--- src/rtl/adc_sequencer_if.sv ---
// Command, response and averaged-result signals between the ADC sequencer and its neighbours.
// The sequencer uses the master modport; the ADC core / DSP side uses the slave modport.
interface adc_sequencer_if;
    logic        enable;
    logic        command_valid;
    logic [4:0]  command_channel;
    logic        command_startofpacket;
    logic        command_endofpacket;
    logic        command_ready;
    logic        response_valid;
    logic [4:0]  response_channel;
    logic [11:0] response_data;
    logic        response_startofpacket;
    logic        response_endofpacket;
    logic        sample_valid;
    logic [3:0]  sample_index;
    logic [4:0]  sample_channel;
    logic [11:0] sample_data;
    logic        error;

    modport master (
        input  enable, command_ready,
        input  response_valid, response_channel, response_data,
        input  response_startofpacket, response_endofpacket,
        output command_valid, command_channel, command_startofpacket, command_endofpacket,
        output sample_valid, sample_index, sample_channel, sample_data, error
    );

    modport slave (
        output enable, command_ready,
        output response_valid, response_channel, response_data,
        output response_startofpacket, response_endofpacket,
        input  command_valid, command_channel, command_startofpacket, command_endofpacket,
        input  sample_valid, sample_index, sample_channel, sample_data, error
    );
endinterface

--- src/rtl/adc_sequencer.sv ---
// Round-robin single-sample command issuer for the modular ADC, averaging 2^AVG_LOG2
// matching responses per list entry and emitting one result strobe per entry.
module adc_sequencer #(
    parameter int                  NUM_CH   = 2,
    parameter logic [5*NUM_CH-1:0] CH_LIST  = {5'd2, 5'd1},
    parameter int                  AVG_LOG2 = 2,
    parameter int                  TIMEOUT  = 1023
) (
    input logic             clock_clk,
    input logic             reset_sink_reset,
    adc_sequencer_if.master bus
);
    localparam int ACC_W = 12 + AVG_LOG2;
    localparam int CNT_W = AVG_LOG2 + 1;
    localparam int TMR_W = (TIMEOUT < 2) ? 1 : $clog2(TIMEOUT);
    localparam logic [CNT_W-1:0] FULL_CNT = CNT_W'(1 << AVG_LOG2);
    localparam logic [TMR_W-1:0] TMR_LAST = TMR_W'(TIMEOUT - 1);
    localparam logic [3:0]       LAST_IDX = 4'(NUM_CH - 1);

    typedef enum logic [1:0] {IDLE, ISSUE, WAIT} state_t;

    // Full 16-entry table so the 4-bit list index addresses it without range issues.
    logic [4:0] ch_table [16];
    genvar gi;
    generate
        for (gi = 0; gi < 16; gi++) begin : g_ch_table
            if (gi < NUM_CH) begin : g_used
                assign ch_table[gi] = CH_LIST[5*gi +: 5];
            end else begin : g_unused
                assign ch_table[gi] = 5'd0;
            end
        end
    endgenerate

    state_t           state_reg;
    logic [3:0]       index_reg;
    logic [CNT_W-1:0] count_reg;
    logic [ACC_W-1:0] acc_reg;
    logic [TMR_W-1:0] timer_reg;
    logic             cmd_valid_reg;
    logic [4:0]       cmd_channel_reg;
    logic             sample_valid_reg;
    logic [3:0]       sample_index_reg;
    logic [4:0]       sample_channel_reg;
    logic [11:0]      sample_data_reg;
    logic             error_reg;

    logic [ACC_W-1:0] acc_sum;
    logic [CNT_W-1:0] count_inc;
    logic [3:0]       index_inc;
    logic             ch_match;
    logic             avg_done;
    logic             timer_done;
    logic             wait_done;
    logic [4:0]       reissue_ch;
    logic             unused_resp_pkt;

    assign acc_sum    = acc_reg + ACC_W'(bus.response_data);
    assign count_inc  = count_reg + CNT_W'(1);
    assign index_inc  = (index_reg == LAST_IDX) ? 4'd0 : index_reg + 4'd1;
    assign ch_match   = (bus.response_channel == ch_table[index_reg]);
    assign avg_done   = (count_inc == FULL_CNT);
    assign timer_done = (timer_reg == TMR_LAST);
    // A response in the expiry cycle is still accepted; the timeout only fires without one.
    assign wait_done  = bus.response_valid || timer_done;
    assign reissue_ch = (bus.response_valid && ch_match && avg_done) ? ch_table[index_inc]
                                                                     : ch_table[index_reg];
    assign unused_resp_pkt = bus.response_startofpacket ^ bus.response_endofpacket;

    always_ff @(posedge clock_clk) begin
        if (reset_sink_reset) begin
            state_reg          <= IDLE;
            index_reg          <= '0;
            count_reg          <= '0;
            acc_reg            <= '0;
            timer_reg          <= '0;
            cmd_valid_reg      <= 1'b0;
            cmd_channel_reg    <= '0;
            sample_valid_reg   <= 1'b0;
            sample_index_reg   <= '0;
            sample_channel_reg <= '0;
            sample_data_reg    <= '0;
            error_reg          <= 1'b0;
        end else begin
            sample_valid_reg <= 1'b0;
            error_reg        <= 1'b0;
            case (state_reg)
                IDLE: begin
                    index_reg <= '0;
                    count_reg <= '0;
                    acc_reg   <= '0;
                    timer_reg <= '0;
                    if (bus.enable) begin
                        state_reg       <= ISSUE;
                        cmd_valid_reg   <= 1'b1;
                        cmd_channel_reg <= ch_table[0];
                    end
                end
                ISSUE: begin
                    if (bus.command_ready) begin
                        state_reg     <= WAIT;
                        cmd_valid_reg <= 1'b0;
                        timer_reg     <= '0;
                    end
                end
                WAIT: begin
                    if (bus.response_valid) begin
                        if (!ch_match) begin
                            error_reg <= 1'b1;
                        end else if (avg_done) begin
                            sample_valid_reg   <= 1'b1;
                            sample_index_reg   <= index_reg;
                            sample_channel_reg <= ch_table[index_reg];
                            sample_data_reg    <= acc_sum[AVG_LOG2 +: 12];
                            acc_reg            <= '0;
                            count_reg          <= '0;
                            index_reg          <= index_inc;
                        end else begin
                            acc_reg   <= acc_sum;
                            count_reg <= count_inc;
                        end
                    end else if (timer_done) begin
                        error_reg <= 1'b1;
                    end else begin
                        timer_reg <= timer_reg + TMR_W'(1);
                    end
                    // With enable low the current transaction completes, then IDLE clears state.
                    if (wait_done) begin
                        if (bus.enable) begin
                            state_reg       <= ISSUE;
                            cmd_valid_reg   <= 1'b1;
                            cmd_channel_reg <= reissue_ch;
                        end else begin
                            state_reg <= IDLE;
                        end
                    end
                end
                default: state_reg <= IDLE;
            endcase
        end
    end

    assign bus.command_valid         = cmd_valid_reg;
    assign bus.command_channel       = cmd_channel_reg;
    assign bus.command_startofpacket = cmd_valid_reg;
    assign bus.command_endofpacket   = cmd_valid_reg;
    assign bus.sample_valid          = sample_valid_reg;
    assign bus.sample_index          = sample_index_reg;
    assign bus.sample_channel        = sample_channel_reg;
    assign bus.sample_data           = sample_data_reg;
    assign bus.error                 = error_reg;
endmodule

--- src/flat_wrapper.sv ---
// flat-port wrapper written by rule: the top's interface ports become plain ports
module adc_sequencer_flat 
#(
    parameter int                  NUM_CH   = 2,
    parameter logic [5*NUM_CH-1:0] CH_LIST  = {5'd2, 5'd1},
    parameter int                  AVG_LOG2 = 2,
    parameter int                  TIMEOUT  = 1023
)
  (clock_clk, reset_sink_reset, bus_enable, bus_command_ready, bus_response_valid, bus_response_channel, bus_response_data, bus_response_startofpacket, bus_response_endofpacket, bus_command_valid, bus_command_channel, bus_command_startofpacket, bus_command_endofpacket, bus_sample_valid, bus_sample_index, bus_sample_channel, bus_sample_data, bus_error);
  adc_sequencer_if bus_i ();
  input logic clock_clk;
  input logic reset_sink_reset;
  input wire logic [$bits(bus_i.enable)-1:0] bus_enable;
  input wire logic [$bits(bus_i.command_ready)-1:0] bus_command_ready;
  input wire logic [$bits(bus_i.response_valid)-1:0] bus_response_valid;
  input wire logic [$bits(bus_i.response_channel)-1:0] bus_response_channel;
  input wire logic [$bits(bus_i.response_data)-1:0] bus_response_data;
  input wire logic [$bits(bus_i.response_startofpacket)-1:0] bus_response_startofpacket;
  input wire logic [$bits(bus_i.response_endofpacket)-1:0] bus_response_endofpacket;
  output wire logic [$bits(bus_i.command_valid)-1:0] bus_command_valid;
  output wire logic [$bits(bus_i.command_channel)-1:0] bus_command_channel;
  output wire logic [$bits(bus_i.command_startofpacket)-1:0] bus_command_startofpacket;
  output wire logic [$bits(bus_i.command_endofpacket)-1:0] bus_command_endofpacket;
  output wire logic [$bits(bus_i.sample_valid)-1:0] bus_sample_valid;
  output wire logic [$bits(bus_i.sample_index)-1:0] bus_sample_index;
  output wire logic [$bits(bus_i.sample_channel)-1:0] bus_sample_channel;
  output wire logic [$bits(bus_i.sample_data)-1:0] bus_sample_data;
  output wire logic [$bits(bus_i.error)-1:0] bus_error;
  assign bus_i.enable = bus_enable;
  assign bus_i.command_ready = bus_command_ready;
  assign bus_i.response_valid = bus_response_valid;
  assign bus_i.response_channel = bus_response_channel;
  assign bus_i.response_data = bus_response_data;
  assign bus_i.response_startofpacket = bus_response_startofpacket;
  assign bus_i.response_endofpacket = bus_response_endofpacket;
  assign bus_command_valid = bus_i.command_valid;
  assign bus_command_channel = bus_i.command_channel;
  assign bus_command_startofpacket = bus_i.command_startofpacket;
  assign bus_command_endofpacket = bus_i.command_endofpacket;
  assign bus_sample_valid = bus_i.sample_valid;
  assign bus_sample_index = bus_i.sample_index;
  assign bus_sample_channel = bus_i.sample_channel;
  assign bus_sample_data = bus_i.sample_data;
  assign bus_error = bus_i.error;
  adc_sequencer #(.NUM_CH(NUM_CH), .CH_LIST(CH_LIST), .AVG_LOG2(AVG_LOG2), .TIMEOUT(TIMEOUT)) u_core (.clock_clk(clock_clk), .reset_sink_reset(reset_sink_reset), .bus(bus_i));
endmodule
--- config.mk ---
export PLATFORM = sky130hd
export DESIGN_NAME = adc_sequencer_flat
export DESIGN_NICKNAME = d
export VERILOG_FILES = /design/src/rtl/adc_sequencer_if.sv /design/src/rtl/adc_sequencer.sv /design/src/flat_wrapper.sv
export SDC_FILE = /design/constraint.sdc
export NUM_CORES = 1
export LEC_CHECK = 0
export BUFFER_PORTS_ARGS = -buffer_cell sky130_fd_sc_hd__buf_2
export CORE_UTILIZATION = 55
export CTS_CLUSTER_SIZE = 12
export DETAILED_ROUTE_END_ITERATION = 8
export PLACE_DENSITY = 0.79
export SLEW_MARGIN = 20
export SYNTH_ARGS = -nofsm -noshare
export SYNTH_HDL_FRONTEND = slang
export SYNTH_SLANG_ARGS = --single-unit
--- constraint.sdc ---
create_clock -name clock_clk -period 2.8 [get_ports clock_clk]
set_clock_uncertainty 0.15 [all_clocks]
set_input_delay 0.28 -clock clock_clk [delete_from_list [all_inputs] [get_ports clock_clk]]
set_output_delay 0.28 -clock clock_clk [all_outputs]
set_load 0.05 [all_outputs]
Yosys cells after proc, flatten, opt, wreduce, memory -nomap -nowiden
Memory sizes are Yosys's and may differ from the RTL's.
Cells that the tools add are included.
W data, S select, Z words.
{"block": "word_totals", "ff_bits": 62, "latch_bits": 0, "mem_bits_rw": 0, "mem_bits_ro": 160, "elab_cells": 94, "mem_count": 2}
{"block": "op_classes", "addsub": 4, "n_mul": 0, "div_mod_pow": 0, "n_lt_le_gt_ge": 2, "eq_ne": 15, "shift": 0, "muxes": 39, "n_bitwise": 5, "reduce_logical": 15}
{"name": "(no name shown)", "depth": 16, "word_bits": 5, "rd": 1, "rd_ports_with_merged_regs": 0, "wr": 0, "line": "adc_sequencer.sv:61", "source": "assign ch_match = (bus.response_channel == ch_table[index_reg]);"}
{"name": "(no name shown)", "depth": 16, "word_bits": 5, "rd": 1, "rd_ports_with_merged_regs": 0, "wr": 0, "line": "adc_sequencer.sv:66", "source": "assign reissue_ch = (bus.response_valid && ch_match && avg_done) ? ch_table[index_inc]"}
{"op": "$mux W14", "count": 3}
{"op": "$mux W5", "count": 8}
{"op": "$mux W10", "count": 3}
{"op": "$pmux W10 S3", "count": 1}
{"op": "$pmux W14 S2", "count": 1}
{"op": "$mux W4", "count": 4}
{"op": "$reduce_and A4 Y1", "count": 4}
{"op": "$add A14 B12 Y14", "count": 1}
{"op": "$ne A2 B2 Y1 const B", "count": 6}
{"op": "$add A10 B1 Y10 const B", "count": 1}
{"op": "$eq A10 B10 Y1 const B", "count": 1}
{"op": "$ge A5 B5 Y1 const B", "count": 2}
{"op": "$not A4 Y5", "count": 2}
{"op": "$pmux W5 S2", "count": 1}
{"op": "$mux W3", "count": 3}
{"op": "$reduce_and A3 Y1", "count": 3}
{"op": "$mux W1", "count": 8}
{"op": "$pmux W4 S2", "count": 1}
{"op": "$mux W2", "count": 3}
{"op": "$ne A2 B1 Y1 const B", "count": 3}
{"op": "$pmux W2 S3", "count": 1}
{"op": "$pmux W3 S2", "count": 1}
{"op": "$eq A5 B5 Y1", "count": 1}
{"op": "$add A4 B1 Y4 const B", "count": 1}
{"op": "14 further kinds", "count": 17}

Depth between registers and ports, before layout
{"block": "logic_depth", "word_depth": 11, "mapped_depth": 9, "depth_no_buf": 9}

Worst setup path after synthesis
Ideal clock, no wire load.
{"block": "synth_path", "path_kind": "register to register", "from": "reg u_core.acc_reg[0]", "to": "reg u_core.sample_data_reg[10], in the netlist u_core.bus.sample_data[10]", "setup_ps": 95, "t_arrival_ps": 1991, "required_time_ps": 2555, "path_slack_ps": 563, "path_stages_with_launch": 10, "path_buffers": 0, "period_less_slack_ps": 2237, "cell_sequence": "dfxtp_1 ha_1 inv_1 fa_1 nor2b_1 o31ai_1 a21oi_1 a221oi_1 or4_1 o311ai_1"}
{"block": "synth_via", "elab_chain_cells": 1}
{"item": "start: declaration", "line": "adc_sequencer.sv:38", "source": "logic [ACC_W-1:0] acc_reg;"}
{"item": "start signal: assignment", "line": "adc_sequencer.sv:119", "source": "acc_reg <= acc_sum;"}
{"item": "$add A14 B12 Y14", "line": "adc_sequencer.sv:58", "source": "assign acc_sum = acc_reg + ACC_W'(bus.response_data);"}
{"item": "end signal: assignment", "line": "adc_sequencer.sv:114", "source": "sample_data_reg <= acc_sum[AVG_LOG2 +: 12];"}
{"item": "end: declaration", "line": "adc_sequencer.sv:45", "source": "logic [11:0] sample_data_reg;"}
No other way between the ends.
A chain may end at the register's enable or synchronous reset.

Worst setup path after layout
Same ends and word-level chain as after synthesis.

==> key figures <==
Global routing
  – GRT overflow: 0
  – Initial antenna violation count: 0
  – GRT Util Overall: between 20 and 25%
  – First-pass GRT wire length: approximately 12,000 um
  – Vias in the first global route: approximately 2,700
  – Largest net degree at the start of global routing: 37

STA
  – Setup TNS: 0 ns
  – Max Slew Vio Count: 0
  – Fmax: between 300 and 400 MHz
  – Rel. slew slack: 60.87%
  – Final worst path period share: 90.10%
  – Least-Margin Pin Slew: approximately 0.6 ns
  – Endpoints failing hold: 0
  – Period minus WS final: 2.523 ns
  – Final setup margin: about 0.28 ns
  – Final setup fails: 0
  – RSZ-0062 raised after global routing: no

Critical path
  – Crit Path Max Fanout: 4
  – Worst EP required: 2.87 ns
  – Critical Path AT: 2.59 ns
  – Crit path largest cell delay: between 0.4 and 0.5 ns
  – Slowest CP cell: or4_1
  – R2r setup slk: 0.28 ns
  – Cell chain of the critical path: ha_1 -> inv_1 -> fa_1 -> nor2b_1 -> o31ai_1 -> a21oi_1 -> a221oi_1 -> or4_1 -> o311ai_1
  – CP endpoint kind: flip-flop
  – Startpoint class of the critical path: flip-flop
  – Crit Path Class: flip-flop to flip-flop

Power and ir drop
  – Peak supply drop: 0.3183 mV
  – Pwr Density: 432.7 mW/mm^2
  – Cell leakage power: 1.369 nW

Cells and area
  – Syn-to-layout area delta: 12.04%
  – Layout cell share with drive strength beyond 1: 17.32%
  – Final Core Density: roughly two thirds
  – Max reg flops: 14
  – Layout Nets: between 400 and 500
  – Ant. Diodes: 0

Yosys
  – Synth Register Bits: 56
  – Main synth FF type: dfxtp_1
  – YS warnings: 0
  – Avg Inst Size Synth: 8.330 um^2
  – Number of library cell types mapped by synthesis: 56
  – Post-synth ARST share: 0%
  – Number of flops mapped to enable cells by yosys: 0
  – Sequential-to-total area share from yosys stat: roughly 37%
  – Cell Area, Synth: a little over 0.003 mm^2
  – Cells after Synth: 368

Routing
  – DR pass1 iterations: 4
  – Vias/cell: 5.758
  – Drt total wl: 6760 um
  – Post-route ant nets: 0
  – Vias: 2,764
  – 1st-iter DRT viols: between 150 and 200
  – DRC viols: 0
  – DR WL/cell: around 14 um

Floorplanning
  – DIE WIDTH: 76.66 um
  – DIE HEIGHT: 76.66 um
  – # rows: 26
  – CORE AREA: around 0.0052 mm^2
  – I/O Pins: 55
  – Starting density of the core: 58.53%
  – Full die area: 0.005876 mm^2

Placed design
  – Hpwl dp: 4818 um
  – # port buffers: 46
  – RD Place Congestion: roughly 0.91
  – Dpl ws: 0.2686 ns

Clock network
  – Clock Path Buffers: 2
  – CTS H-tree lvls: 2
  – Post-CTS Setup Inserts: 0
  – Reg clk slew, reported paths: 0.10 ns
  – Hold buffer count at CTS: 0
  – Clock sinks: 56
  – Clk Latency, worst-skew pair: 0.31 ns
  – CTS root buf: clkbuf_8
  – TritonCTS clock tree: done
  – CTS Buf Count: 5
  – Post-CTS sizing: 0

Outcome
  – Status: completed

Worst hold path
  – Hold crit path type: input port to flip-flop

Flow run
  – Max-cap check violation count: 0
[critical path: cells and delay by family (launching register included)]
kind	cells	cell delay [ns]
AOI/OAI and AO/OA	4	0.61
adders and majority gates	2	0.61
buffers and inverters	1	0.06
DFF	1	0.35
and+or+nand+nor	2	0.65
[power breakdown]
part / internal [mW] / total [mW] / leakage (nW) / switching, mW
Combinational: 0.0482 / 0.157 / 0.863 / 0.109
Sequential: 0.801 / 0.803 / 0.452 / 0.00279
Clock: 0.266 / 0.525 / 0.0552 / 0.259
Total: 1.11 / 1.49 / 1.37 / 0.371
[placed cells by master, fill, tap and decap left out, types with 4 or more instances in the layout]
| cell | count |
|---|---|
| nand3_1 | 14 |
| a21oi_1 | 38 |
| xnor2_1 | 9 |
| o21ai_0 | 13 |
| o211ai_1 | 4 |
| buf_4 | 8 |
| ha_1 | 16 |
| dfxtp_1 | 56 |
| nor3_1 | 7 |
| nor2_1 | 30 |
| nand2_1 | 49 |
| inv_1 | 10 |
| nand4_1 | 6 |
| o21a_1 | 4 |
| a22o_1 | 11 |
| nand3b_1 | 4 |
| xor2_1 | 9 |
| or3_1 | 6 |
| clkbuf_8 | 5 |
| conb_1 | 6 |
| buf_2 | 46 |
| nor2b_1 | 6 |
[metal layers]
layer	up-vias	wire length [um]	global-route usage [%]
met4	0	140	8.846
met1	1282	2970	29.81
met5	-	0	0
met3	13	435	5.119
li1	1390	-	-
met2	79	3214	42.25
[worst paths after layout]
path / cells after the start / start / to
setup / recovery: 9 / u_core.acc_reg[0] / u_core.bus.sample_data[10]
hold / removal: 3 / bus_command_ready / u_core.state_reg[0]
setup reg to reg: 9 / u_core.acc_reg[0] / u_core.bus.sample_data[10]
hold reg to reg: 2 / u_core.bus.sample_data[1] / u_core.bus.sample_data[1]
[cells in the mapped netlist, drive strengths merged, types with 3 or more instances]
library cell  number  area, um^2
a211oi             3       22.52
buf               15       102.6
inv               10       37.54
nand4              6       37.54
nand2b             4       32.53
nor3               9       56.31
a31oi              3       18.77
xnor2              9       78.83
nand3b             4       30.03
a41oi              4       42.55
mux2i              3       30.03
nand3             14       70.07
o21a               4       30.03
xor2              10       95.10
o21ai             14       73.82
nor2              30       112.6
clkbuf            10       37.54
dfxtp             56        1121
nand2             49       183.9
a21oi             39       198.9
a22o              11       96.34
ha                16       200.2
or3                6       37.54
o211ai             4       30.03
nor2b              6       37.54
[through the flow]
step	hold slack [ns]	area (um^2)	cells	total power, mW
2_1_floorplan	0.2791	3084	373	0.9435
3_3_place_gp	0.2909	3327	472	0.9750
3_5_place_dp	0.2970	3327	472	0.9773
4_1_cts	0.09382	3435	480	1.496
5_1_grt	0.1076	3435	480	1.549
6_report	0.1055	3435	480	1.486
[logic make-up (layout without fill, tap and decap cells)]
family / count (synthesis) / count (layout) / synth area share, %
muxes: 3 / 3 / 0.9796
adders and majority gates: 17 / 17 / 7.184
DFF: 56 / 56 / 36.57
buffers and inverters: 35 / 72 / 5.796
other: 1 / 6 / 0.1223
xor gates and xnor gates: 19 / 19 / 5.674
AOI/OAI and AO/OA: 98 / 98 / 21.22
and+or+nand+nor: 139 / 139 / 22.45
[area by class of cell]
| class | count | area [um^2] |
|---|---|---|
| Inverter | 10 | 37.54 |
| Clock buffer | 6 | 72.57 |
| Tap cell | 70 | 87.58 |
| Timing Repair Buffer | 54 | 290.3 |
| Multi-Input combinational cell | 282 | 1790 |
| Fill cell | 471 | 1803 |
| Sequential cell | 56 | 1121 |
| Clock inverter | 2 | 35.03 |
(Power assumes the default switching activity.)
